File: src/rtl/spi_slave_rx.sv
// SPI mode-0 slave: synchronizes ss/sclk/mosi into clk, receives FRAME_W-bit frames
// MSB first and returns a preloaded word on miso. Aborted or overlong frames pulse frame_err.
module spi_slave_rx #(
  parameter int FRAME_W     = 16,
  parameter int SYNC_STAGES = 2
) (
  input  logic               clk,
  input  logic               rst,
  input  logic               ss,
  input  logic               sclk,
  input  logic               mosi,
  output logic               miso,
  input  logic [FRAME_W-1:0] tx_data,
  input  logic               tx_load,
  output logic [FRAME_W-1:0] rx_data,
  output logic               rx_valid,
  output logic               frame_err,
  output logic               busy
);

  localparam int CNT_W   = $clog2(FRAME_W) + 1;
  localparam int FLUSH_N = SYNC_STAGES + 1;
  localparam int FLUSH_W = $clog2(FLUSH_N + 1);

  typedef enum logic [1:0] {IDLE, SHIFT, OVER} state_t;

  state_t state_reg, state_next;

  logic [SYNC_STAGES-1:0] ss_sync_reg, sclk_sync_reg, mosi_sync_reg;
  logic                   ss_prev_reg, sclk_prev_reg;
  logic [FLUSH_W-1:0]     flush_cnt_reg;
  logic                   ss_s, sclk_s, mosi_s, flushed;
  logic                   sclk_rise, sclk_fall, ss_fall, ss_rise;

  logic [FRAME_W-1:0]     tx_buf_reg, tx_shift_reg, rx_shift_reg, rx_data_reg;
  logic [CNT_W-1:0]       bit_cnt_reg;
  logic                   rx_valid_reg, frame_err_reg, busy_reg, over_err_reg;

  logic                   start, shift_in, shift_out, rx_done, err_pulse;

  always_ff @(posedge clk) begin
    if (rst) begin
      ss_sync_reg   <= '1;
      sclk_sync_reg <= '0;
      mosi_sync_reg <= '0;
      ss_prev_reg   <= 1'b1;
      sclk_prev_reg <= 1'b0;
      flush_cnt_reg <= '0;
    end else begin
      ss_sync_reg[0]   <= ss;
      sclk_sync_reg[0] <= sclk;
      mosi_sync_reg[0] <= mosi;
      for (int i = 1; i < SYNC_STAGES; i++) begin
        ss_sync_reg[i]   <= ss_sync_reg[i-1];
        sclk_sync_reg[i] <= sclk_sync_reg[i-1];
        mosi_sync_reg[i] <= mosi_sync_reg[i-1];
      end
      ss_prev_reg   <= ss_s;
      sclk_prev_reg <= sclk_s;
      if (!flushed) flush_cnt_reg <= flush_cnt_reg + 1'b1;
    end
  end

  assign ss_s   = ss_sync_reg[SYNC_STAGES-1];
  assign sclk_s = sclk_sync_reg[SYNC_STAGES-1];
  assign mosi_s = mosi_sync_reg[SYNC_STAGES-1];

  // Edges are ignored until the reset values have drained out of the synchronizers,
  // so an ss already held low across reset cannot look like a fresh ss_fall.
  assign flushed   = (flush_cnt_reg == FLUSH_W'(FLUSH_N));
  assign sclk_rise = flushed &&  sclk_s && !sclk_prev_reg;
  assign sclk_fall = flushed && !sclk_s &&  sclk_prev_reg;
  assign ss_fall   = flushed && !ss_s   &&  ss_prev_reg;
  assign ss_rise   = flushed &&  ss_s   && !ss_prev_reg;

  always_ff @(posedge clk) begin
    if (rst) state_reg <= IDLE;
    else     state_reg <= state_next;
  end

  always_comb begin
    state_next = state_reg;
    start      = 1'b0;
    shift_in   = 1'b0;
    shift_out  = 1'b0;
    rx_done    = 1'b0;
    err_pulse  = 1'b0;
    case (state_reg)
      IDLE: begin
        if (ss_fall) begin
          state_next = SHIFT;
          start      = 1'b1;
        end
      end
      SHIFT: begin
        // ss_rise outranks a coincident sclk_rise
        if (ss_rise) begin
          state_next = IDLE;
          err_pulse  = (bit_cnt_reg != '0);
        end else begin
          if (sclk_rise) begin
            shift_in = 1'b1;
            if (bit_cnt_reg == CNT_W'(FRAME_W - 1)) begin
              state_next = OVER;
              rx_done    = 1'b1;
            end
          end
          if (sclk_fall) shift_out = 1'b1;
        end
      end
      OVER: begin
        if (ss_rise)                         state_next = IDLE;
        else if (sclk_rise && !over_err_reg) err_pulse  = 1'b1;
      end
      default: state_next = IDLE;
    endcase
  end

  always_ff @(posedge clk) begin
    if (rst) begin
      tx_buf_reg    <= '0;
      tx_shift_reg  <= '0;
      rx_shift_reg  <= '0;
      rx_data_reg   <= '0;
      bit_cnt_reg   <= '0;
      rx_valid_reg  <= 1'b0;
      frame_err_reg <= 1'b0;
      busy_reg      <= 1'b0;
      over_err_reg  <= 1'b0;
    end else begin
      rx_valid_reg  <= rx_done;
      frame_err_reg <= err_pulse;
      busy_reg      <= (state_next != IDLE);
      if (tx_load) tx_buf_reg <= tx_data;
      if (start) begin
        tx_shift_reg <= tx_buf_reg;
        bit_cnt_reg  <= '0;
        over_err_reg <= 1'b0;
      end
      if (shift_in) begin
        rx_shift_reg <= {rx_shift_reg[FRAME_W-2:0], mosi_s};
        bit_cnt_reg  <= bit_cnt_reg + 1'b1;
      end
      if (shift_out) tx_shift_reg <= {tx_shift_reg[FRAME_W-2:0], 1'b0};
      if (rx_done)   rx_data_reg  <= {rx_shift_reg[FRAME_W-2:0], mosi_s};
      if (err_pulse && state_reg == OVER) over_err_reg <= 1'b1;
    end
  end

  assign miso      = (state_reg == SHIFT) ? tx_shift_reg[FRAME_W-1] : 1'b0;
  assign rx_data   = rx_data_reg;
  assign rx_valid  = rx_valid_reg;
  assign frame_err = frame_err_reg;
  assign busy      = busy_reg;

endmodule
File: config.mk
export PLATFORM = sky130hd
export DESIGN_NAME = spi_slave_rx
export DESIGN_NICKNAME = d
export VERILOG_FILES = /design/src/rtl/spi_slave_rx.sv
export SDC_FILE = /design/constraint.sdc
export NUM_CORES = 1
export LEC_CHECK = 0
export BUFFER_PORTS_ARGS = -buffer_cell sky130_fd_sc_hd__buf_2
export CORE_MARGIN = 2
export CORE_UTILIZATION = 55
export CTS_CLUSTER_SIZE = 10
export DETAILED_ROUTE_END_ITERATION = 10
export GPL_ROUTABILITY_DRIVEN = 1
export PLACE_DENSITY = 0.75
export RECOVER_POWER = 50
export SLEW_MARGIN = 5
export SYNTH_ARGS = -nofsm -noshare
export SYNTH_HDL_FRONTEND = slang
export SYNTH_SLANG_ARGS = --single-unit
export TNS_END_PERCENT = 10
File: constraint.sdc
create_clock -name clk -period 2.5 [get_ports clk]
set_clock_uncertainty 0.1 [all_clocks]
set_input_delay 0.625 -clock clk [delete_from_list [all_inputs] [get_ports clk]]
set_output_delay 0.625 -clock clk [all_outputs]
set_load 0.01 [all_outputs]
==> results.sh, run 1 <==
export IMPL_status="finished, final reports clean"
export IMPL_slowest_delay_ns=0.40
export IMPL_clock_sink_count=84
export IMPL_async_flop_share_pct=0
export IMPL_crit_family="flip-flops"
export IMPL_ys_warn_count=0
export IMPL_dr_total_vias=2487
export IMPL_first_global_vias=2383
export IMPL_finish_utilization_pct=63.3
export IMPL_start_util_pct=56.6
export IMPL_power_density_mw_per_mm2=681
export IMPL_synth_top_cell_by_area="dfxtp_1"
export IMPL_nets=425
export IMPL_clk_path_buf_depth=2
export IMPL_antenna_found_initial=0
export IMPL_rows=28
export IMPL_die_y_um=82.1
export IMPL_initialDrtViolationCount=126
export IMPL_synth_ff_type="dfxtp_1"
export IMPL_max_slew_margin_rel_pct=27.4
export IMPL_worstPathRequired_ns=1.77
export IMPL_die_w_um=82.1
export IMPL_arrival_ns=1.51
export IMPL_seq_area_mm2=0.00168
export IMPL_finalSetupViolations=0
export IMPL_fin_total_pwr_uw=2550
export IMPL_die_area_mm2=0.00673
export IMPL_yosysSeqAreaShare_pct=50.2
export IMPL_clk_pin_slew_ns=0.08
export IMPL_multi_input_area_mm2=0.00149
export IMPL_leakage_uw=0.00149
export IMPL_hpwlAfterDp_um=4020
export IMPL_ant_nets=0
export IMPL_num_io_pins=42
export IMPL_p_comb_share_pct=4.4
export IMPL_num_antenna_cells=0
export IMPL_fin_crit_sh_pct=89.2
export IMPL_crit_type="register to primary output"
export IMPL_synth_edf_count=0
export IMPL_crit_chain="inv_1 -> ha_1 -> and2_1 -> buf_2"
export IMPL_start_kind="register"
export IMPL_drt_pass1_iter_count=4
export IMPL_syn2layout_area_growth_pct=11.9
export IMPL_crit_slowest_cell="dfxtp_1"
export IMPL_hold_buffers=0
export IMPL_place_gp_congestion=0.751
export IMPL_wl_per_cell_um=12.7
export IMPL_max_freq_mhz=448
export IMPL_avgSynthCellArea_um2=9.33
export IMPL_p_sw_uw=570
export IMPL_fin_crit_ns=2.23
export IMPL_synth_top_area_share_pct=50.2
export IMPL_port_buffers=41
export IMPL_power_internal_uw=1980
export IMPL_rsz0062_at_grt="no"
export IMPL_synth_distinct_cells=45
export IMPL_clk_latency_ns=0.35
export IMPL_drt_total_wl_um=6040
export IMPL_worstPathMaxFanout=9
export IMPL_cts_tree="done"
export IMPL_hold_path_class="register to register"
export IMPL_hold_viol=0
export IMPL_syn_cell_area_mm2=0.00335
export IMPL_cts_resized=0
export IMPL_tns_ns=0
export IMPL_clock_power_share_pct=41.5
export IMPL_worstMarginPinSlew_ns=1.09
export IMPL_p_sw_share_pct=22.3
export IMPL_grt_overflow=0
export IMPL_grt_total_usage_pct=20.9
export IMPL_synthTopCellsByArea="dfxtp_1 50%, mux2i_1 9.9%, nand2_1 7.4%"
export IMPL_grt_max_degree=35
export IMPL_core_mm2=0.00592
export IMPL_drive_gt1_share_pct=14.5
export IMPL_ir_worst_vdd_mv=0.819
export IMPL_maxSlewViolCount=0
export IMPL_cts_buffers_inserted=9
export IMPL_synthCells=359
export IMPL_syn_nets=389
export IMPL_fillerInstances=515
export IMPL_cts_setup_buffers=0
export IMPL_drt_vias_per_instance=5.24
export IMPL_htree_levels=3
export IMPL_endpoint_kind="primary output"
export IMPL_maxCapViolCount=0
export IMPL_drc=0
export IMPL_cp_num_buf_inv=2
export IMPL_grt_pass1_wl_um=10700
export IMPL_root_buffer="clkbuf_8"
export IMPL_power_frac_seq_pct=54.2
export IMPL_ys_ff_latch=84
## placed cells by master, fill, tap and decap left out, types with 2 or more instances in the layout
cell / n
o21a_1: 2
nand3_1: 4
nor2b_1: 7
inv_6: 3
ha_1: 8
nand2_1: 66
buf_2: 20
nand4_1: 2
nand2b_1: 2
a311oi_1: 12
dfxtp_1: 84
clkinv_2: 2
a311oi_2: 3
inv_1: 8
or2_2: 3
clkbuf_8: 9
bufinv_16: 2
clkbuf_1: 21
and3_1: 3
a21oi_1: 18
nor3_1: 4
mux2i_1: 33
nor2_1: 54
buf_4: 5
clkbuf_2: 3
## cell type report
cell class | count | area share (%)
Tap cell | 75 | 2.50
Sequential cell | 84 | 44.9
Clock inverter | 7 | 2.57
Clock buffer | 9 | 3.30
Timing Repair Buffer | 49 | 6.17
Inverter | 8 | 0.801
Multi-Input combinational cell | 243 | 39.8
## cell families (layout without fill, tap and decap cells)
| family | count (synthesis) | after routing | share of synthesized area (%) |
|---|---|---|---|
| AND/OR/NAND/NOR | 157 | 157 | 21.5 |
| flip-flops | 84 | 84 | 50.2 |
| AO/OA/AOI/OAI | 43 | 43 | 9.78 |
| multiplexers | 34 | 34 | 10.3 |
| buffers and inverters | 32 | 73 | 4.97 |
| adder cells (fa/ha/maj) | 8 | 8 | 2.99 |
| XOR/XNOR | 1 | 1 | 0.261 |
## synth_stat cells, types with 2 or more instances
cell      instances
o21a_1            2
dfxtp_1          84
nor3_1            3
nor2_1           54
a311oi_1         12
buf_2             7
nand2_1          66
buf_4             2
ha_1              8
nand2b_1          2
mux2i_1          33
nor2b_1           7
clkbuf_1         10
nand3_1           4
a311oi_2          3
nand4_1           2
buf_6             4
inv_1             8
and3_1            3
a21oi_1          18
or2_2             3
## metrics by stage
| step | area (um^2) | instances | worst slack [ns] | hold WS (ns) |
|---|---|---|---|---|
| floorplan | 3350 | 359 | 0.597 | 0.289 |
| global placement | 3570 | 459 | 0.519 | 0.306 |
| detailed placement | 3570 | 459 | 0.463 | 0.320 |
| CTS | 3790 | 475 | 0.256 | 0.341 |
| global route | 3750 | 475 | 0.189 | 0.352 |
| finish | 3750 | 475 | 0.270 | 0.330 |
## power by group through the flow
stage,Sequential (uW),Combinational (uW),Clock (uW)
finish,1380,111,1060
global route,1390,128,1140
CTS,1380,116,1090
detailed placement,1420,113,0
global placement,1410,108,0
floorplan,1410,86.0,0
## final timing paths
check	startpoint	to	slack, ns	depth (start not counted)
setup / recovery	state_reg[1]	miso	0.27	4
hold / removal	ss_sync_reg[0]	ss_sync_reg[1]	0.33	1
setup reg to reg	bit_cnt_reg[0]	rx_data[12]	0.43	8
hold reg to reg	ss_sync_reg[0]	ss_sync_reg[1]	0.33	1
## layer usage
metal | vias up | wire (um) | share of wire, % | track usage, %
met4 | 0 | 56 | 0.93 | 6.00
li1 | 1283 | - | - | -
met3 | 5 | 309 | 5.1 | 7.91
met5 | - | 0 | 0 | 0
met1 | 1152 | 2880 | 48 | 26.2
met2 | 47 | 2790 | 46 | 33.5
No activity file was read; power rests on OpenSTA's default activity.
==> run 2, diff against run 1 <==
Settings changed: ABC_AREA set to 1.
==> run 2 against run 1 <==
  * Clock power about the same
  * Core utilization decreased by 0.46 points
  * Cell count increased by 25%
  * Combinational power increased by 20%
  * Synthesized cell count increased by 33%
  * Power increased by 2.0%
  * Critical endpoint unchanged
  * Largest power group unchanged
  * Highest routed layer unchanged
==> results.sh, run 2 <==
export IMPL_ir_worst_vdd_mv=0.402
export IMPL_max_slew_margin_rel_pct=35.5
export IMPL_worstRegToRegCells=8
export IMPL_num_io_pins=42
export IMPL_worstMarginPinSlew_ns=0.968
export IMPL_initialDrtViolationCount=199
export IMPL_finish_utilization_pct=62.9
export IMPL_port_buffers=41
export IMPL_synth_top_cell_by_area="dfxtp_1"
export IMPL_drc=0
export IMPL_clock_sink_count=84
export IMPL_die_y_um=83.8
export IMPL_design_area_mm2=0.00392
export IMPL_crit_type="register to primary output"
export IMPL_synth_common_cells="100 x nand2_1, 84 x dfxtp_1, 82 x nor2_1, 37 x inv_1, 36 x o21ai_0"
export IMPL_drt_total_wl_um=6970
export IMPL_maxCapViolCount=0
export IMPL_synth_top_area_share_pct=48.0
export IMPL_maxSlewViolCount=0
export IMPL_placed_area_mm2=0.00375
export IMPL_use_met3_pct=6.92
export IMPL_rsz0062_at_grt="no"
export IMPL_avgSynthCellArea_um2=7.33
export IMPL_cts_tree="done"
export IMPL_finalSetupViolations=0
export IMPL_grt_max_degree=54
export IMPL_min_from="mosi_sync_reg[0]"
export IMPL_power_density_mw_per_mm2=664
export IMPL_hold_buffers=0
export IMPL_syn_nets=508
export IMPL_fin_total_pwr_uw=2610
export IMPL_hold_depth=2
export IMPL_final_cell_mix="101 x nand2_1, 84 x dfxtp_1, 83 x nor2_1"
export IMPL_syn_cell_area_mm2=0.00350
export IMPL_synth_edf_count=0
export IMPL_start_util_pct=56.1
export IMPL_leakage_uw=0.00176
export IMPL_cts_setup_buffers=0
export IMPL_htree_levels=3
export IMPL_start_kind="register"
export IMPL_core_mm2=0.00624
export IMPL_grt_use_met1_pct=25.9
export IMPL_reg2reg_to="bit_cnt_reg[0]"
export IMPL_drt_vias_per_instance=5.06
export IMPL_hpwlAfterDp_um=4490
export IMPL_drive_gt1_share_pct=10.6
export IMPL_clk_pin_slew_ns=0.08
export IMPL_yosysSeqAreaShare_pct=48.0
export IMPL_synth_ff_type="dfxtp_1"
export IMPL_grtUsageMet2_pct=35.7
export IMPL_fin_crit_sh_pct=84.4
export IMPL_root_buffer="clkbuf_8"
export IMPL_async_flop_share_pct=0
export IMPL_tns_ns=0
export IMPL_ys_warn_count=0
export IMPL_drt_pass1_iter_count=4
export IMPL_clk_latency_ns=0.36
export IMPL_hold_ws_ns=0.304
export IMPL_cts_buffers_inserted=9
export IMPL_synthCells=478
export IMPL_grt_busiest_layer="met2"
export IMPL_max_freq_mhz=474
export IMPL_first_global_vias=2862
export IMPL_r2r_slack_ns=0.48
export IMPL_hold_path_end="mosi_sync_reg[1]"
export IMPL_die_w_um=83.8
export IMPL_hold_path_class="register to register"
export IMPL_ant_nets=0
export IMPL_syn2layout_area_growth_pct=12.0
export IMPL_hold_viol=0
export IMPL_worstPathMaxFanout=6
export IMPL_num_antenna_cells=0
export IMPL_grt_pass1_wl_um=12300
export IMPL_wl_per_cell_um=11.7
export IMPL_grt_total_usage_pct=21.5
export IMPL_die_area_mm2=0.00702
export IMPL_nets=543
export IMPL_worstPathRequired_ns=1.77
export IMPL_yosysMostFrequentCell="nand2_1"
export IMPL_worstReg2RegStart="flush_cnt_reg[0]"
export IMPL_rows=29
export IMPL_antenna_found_initial=0
export IMPL_synth_distinct_cells=24
export IMPL_arrival_ns=1.39
export IMPL_dr_total_vias=3009
export IMPL_grt_overflow=0
export IMPL_status="finished, final reports clean"
export IMPL_endpoint_kind="primary output"
export IMPL_synthTopCellsByArea="dfxtp_1 48%, nand2_1 11%, nor2_1 8.8%"
export IMPL_fin_crit_ns=2.11
export IMPL_cts_resized=0
export IMPL_mostFrequentLayoutCell="nand2_1"
export IMPL_clk_path_buf_depth=2
export IMPL_place_gp_congestion=0.824
export IMPL_ys_ff_latch=84
-- run 2: cell types whose count changed after synthesis, sizes merged, moves of 5 or more --
| cell | before | now |
|---|---|---|
| nand3 | 5 | 35 |
| nand2 | 66 | 103 |
| clkinv | 0 | 8 |
| mux2i | 33 | 0 |
| inv | 8 | 39 |
| o21ai | 1 | 45 |
| nand3b | 1 | 15 |
| a21oi | 18 | 23 |
| nor2 | 54 | 86 |
| nor2b | 8 | 0 |
| a311oi | 15 | 0 |
-- run 2: kinds of logic after synthesis --
family,count (synthesis),share of synthesized area [%]
AND/OR/NAND/NOR,244,30.3
flip-flops,84,48.0
buffers and inverters,73,8.93
AO/OA/AOI/OAI,68,9.71
adder cells (fa/ha/maj),8,2.86
XOR/XNOR,1,0.250
-- run 2: cell type report --
type	instances	area, um^2
Clock inverter	6	87.6
Sequential cell	84	1680
Fill cell	574	2320
Multi-Input combinational cell	321	1500
Inverter	47	176
Tap cell	77	96.3
Clock buffer	10	138
Timing Repair Buffer	50	239
-- run 2: report_power, final --
group	total [uW]	leakage (uW)	internal (uW)	switching (uW)
registers	1400	0.000683	1380	19.8
clock network	1080	0.000116	590	488
logic	133	0.000961	51.6	81.0
-- run 2: layer usage --
metal / share of wire [%] / vias up
li1: - / 1570
met1: 46 / 1378
met2: 48 / 47
met3: 3.4 / 14
met4: 2.6 / 0
met5: 0 / -
-- run 2: how the worst max path moves through the flow --
| stage | startpoint | endpoint | slack, ns |
|---|---|---|---|
| 5_1_grt | bit_cnt_reg[1] | rx_data[3] | 0.20 |
| 3_5_place_dp | bit_cnt_reg[1] | rx_data[3] | 0.53 |
| 2_1_floorplan | bit_cnt_reg[1] | rx_data[0] | 0.78 |
| 4_1_cts | state_reg[1] | miso | 0.38 |
| 6_report | state_reg[1] | miso | 0.39 |
| 3_3_place_gp | flush_cnt_reg[0] | tx_shift_reg[7] | 0.62 |
-- run 2: worst max-delay path, cell delays in order, from the launching register on --
cell     delay (ns)
dfxtp_1        0.40
inv_1          0.08
ha_1           0.26
nand2_1        0.11
inv_1          0.05
buf_2          0.13
-- run 2: through the flow --
| stage | instances | setup slack, ns |
|---|---|---|
| after floorplan | 478 | 0.779 |
| after global placement | 579 | 0.620 |
| after detailed placement | 579 | 0.531 |
| after CTS | 595 | 0.379 |
| after global routing | 595 | 0.199 |
| final | 595 | 0.390 |
==> run 3, diff against run 2 <==
Settings changed: CORE_UTILIZATION 55 to 52, PLACE_DENSITY 0.75 to 0.74.
Clock period 2.5 ns to 1.9 ns, I/O delays scaled along.
==> run 3 against run 2 <==
  * Hold slack worse by 0.10 ns
  * Combinational power is 43% higher
  * Non-clock buffer count rose by 10
  * First-iteration DRC count rose by 3.5%
  * Core utilization grew 1.3 points
  * Clock power is 4% higher
  * Register-to-register slack got worse by 0.41 ns
  * Count of clock-buffer cells in the layout fell by 1
  * Flip-flop and latch count unchanged
  * Sequential share of layout area decreased by 1.9 points
  * Die area is 5.5% higher
==> results.sh, run 3 (synthesis results as in run 2) <==
export IMPL_slowest_delay_ns=0.37
export IMPL_num_antenna_cells=0
export IMPL_tns_ns=0
export IMPL_start_kind="register"
export IMPL_place_gp_congestion=0.835
export IMPL_crit_slowest_cell="dfxtp_4"
export IMPL_first_global_vias=2893
export IMPL_arrival_ns=2.03
export IMPL_mostFrequentLayoutCell="nand2_1"
export IMPL_fillerInstances=582
export IMPL_ant_nets=0
export IMPL_clk_path_buf_depth=2
export IMPL_drt_total_wl_um=7190
export IMPL_hold_viol=0
export IMPL_initialDrtViolationCount=206
export IMPL_dp_cells=582
export IMPL_drt_pass1_iter_count=4
export IMPL_maxCapViolCount=0
export IMPL_ir_worst_vdd_mv=0.713
export IMPL_nets=556
export IMPL_final_setup_worst_slack_ns=0.0655
export IMPL_rsz0062_at_grt="yes"
export IMPL_hpwlAfterDp_um=4420
export IMPL_start_util_pct=54.5
export IMPL_root_buffer="clkbuf_8"
export IMPL_crit_type="register to register"
export IMPL_multi_input_area_mm2=0.00159
export IMPL_dr_total_vias=3095
export IMPL_reg2reg_to="rx_data[3]"
export IMPL_hold_path_end="ss_sync_reg[0]"
export IMPL_maxSlewViolCount=0
export IMPL_hold_buffers=0
export IMPL_power_density_mw_per_mm2=765
export IMPL_leakage_uw=0.00185
export IMPL_wl_per_cell_um=11.8
export IMPL_final_cell_mix="99 x nand2_1, 81 x dfxtp_1, 80 x nor2_1"
export IMPL_clock_sink_count=84
export IMPL_grt_max_degree=54
export IMPL_cp_num_buf_inv=1
export IMPL_num_io_pins=42
export IMPL_clk_latency_ns=0.36
export IMPL_hold_path_class="primary input to register"
export IMPL_final_cells=608
export IMPL_grt_total_usage_pct=20.5
export IMPL_core_mm2=0.00642
export IMPL_grt_overflow=0
export IMPL_grt_pass1_wl_um=12200
export IMPL_worstReg2RegStart="bit_cnt_reg[0]"
export IMPL_fin_crit_ns=1.83
export IMPL_drc=0
export IMPL_endpoint_kind="register"
export IMPL_crit_chain="ha_4 -> nand2_2 -> nor2_2 -> ha_2 -> inv_2 -> nor3_4 -> nand2_4 -> nor2_4 -> nand2_1 -> nand2_1"
export IMPL_rows=29
export IMPL_die_y_um=86.1
export IMPL_fin_crit_sh_pct=96.6
export IMPL_pre_cts_ws_ns=-0.134
export IMPL_worstPathMaxFanout=7
export IMPL_r2r_slack_ns=0.07
export IMPL_seq_area_mm2=0.00169
export IMPL_worstRegToRegCells=10
export IMPL_status="finished, final reports clean"
export IMPL_max_freq_mhz=545
export IMPL_worstPathRequired_ns=2.10
export IMPL_antenna_found_initial=0
export IMPL_die_w_um=86.1
export IMPL_drive_gt1_share_pct=15.4
export IMPL_crit_top_cell="nand2_1"
export IMPL_cts_buffers_inserted=9
export IMPL_crit_family="simple AND/OR/NAND/NOR gates"
export IMPL_max_slew_margin_rel_pct=68.8
export IMPL_hold_depth=2
export IMPL_drt_vias_per_instance=5.09
export IMPL_cts_tree="done"
export IMPL_die_area_mm2=0.00741
export IMPL_finalSetupViolations=0
export IMPL_syn2layout_area_growth_pct=17.7
export IMPL_port_buffers=41
export IMPL_htree_levels=3
export IMPL_worstMarginPinSlew_ns=0.468
export IMPL_crit_start="bit_cnt_reg[0]"
export IMPL_min_from="ss"
export IMPL_clk_pin_slew_ns=0.08
## run 3: cell count changes in the layout (fill, tap and decap cells not counted), sizes merged
cell      delta
buf         +12
bufinv       -2
clkinvlp     +3
clkbuf       -3
nand2        +2
inv          +1
## run 3: layer usage
layer  track usage (%)  vias to the layer above  share of wire (%)
met4              8.23                        0               0.85
met5                 0                        -                  0
li1                  -                     1597                  -
met3              5.77                        6                4.8
met2              35.4                       62                 49
met1              23.8                     1430                 45
## run 3: metrics by stage
step,power [uW],hold slack (ns),util [%],instance area (um^2)
floorplan,2000,0.288,-,3500
detailed placement,2060,0.298,59.1,3800
global placement,2060,0.294,59.1,3800
CTS,3180,0.187,62.2,3990
finish,3150,0.200,64.2,4120
global route,3290,0.183,64.2,4120
## run 3: what timing repair did
action | 4_1_cts | 5_1_grt
setup endpoints to repair | 21 | 23
buffers inserted | 0 | 7
resized for setup | 5 | 22
pin swaps | 0 | 9
cloned | 0 | 3
## run 3: power by group
group	switching (uW)	internal, uW	leakage [uW]
clock	648	477	0.0000814
combinational	112	78.7	0.00108
sequential	27.7	1810	0.000685
total	787	2370	0.00185
## run 3: layout make-up
cell class	instances	share of cell area (%)
Sequential cell	84	40.9
Multi-Input combinational cell	323	38.5
Timing Repair Buffer	60	9.14
Inverter	47	4.58
Clock buffer	9	3.00
Tap cell	77	2.34
Clock inverter	7	1.31
Timing Repair inverter	1	0.152
## run 3: worst register-to-register path: stages (launching register included)
cell	delay, ns
dfxtp_4	0.37
ha_4	0.13
nand2_2	0.06
nor2_2	0.10
ha_2	0.18
inv_2	0.04
nor3_4	0.25
nand2_4	0.17
nor2_4	0.22
nand2_1	0.09
nand2_1	0.06
## run 3: how the worst max path moves through the flow
stage / slack (ns) / depth (start not counted) / to
after floorplan: 0.18 / 10 / rx_data[0]
after global placement: -0.14 / 10 / rx_data[7]
after detailed placement: -0.13 / 10 / rx_data[7]
after CTS: 0.01 / 10 / rx_data[7]
after global routing: -0.07 / 10 / rx_data[3]
final: 0.07 / 10 / rx_data[3]
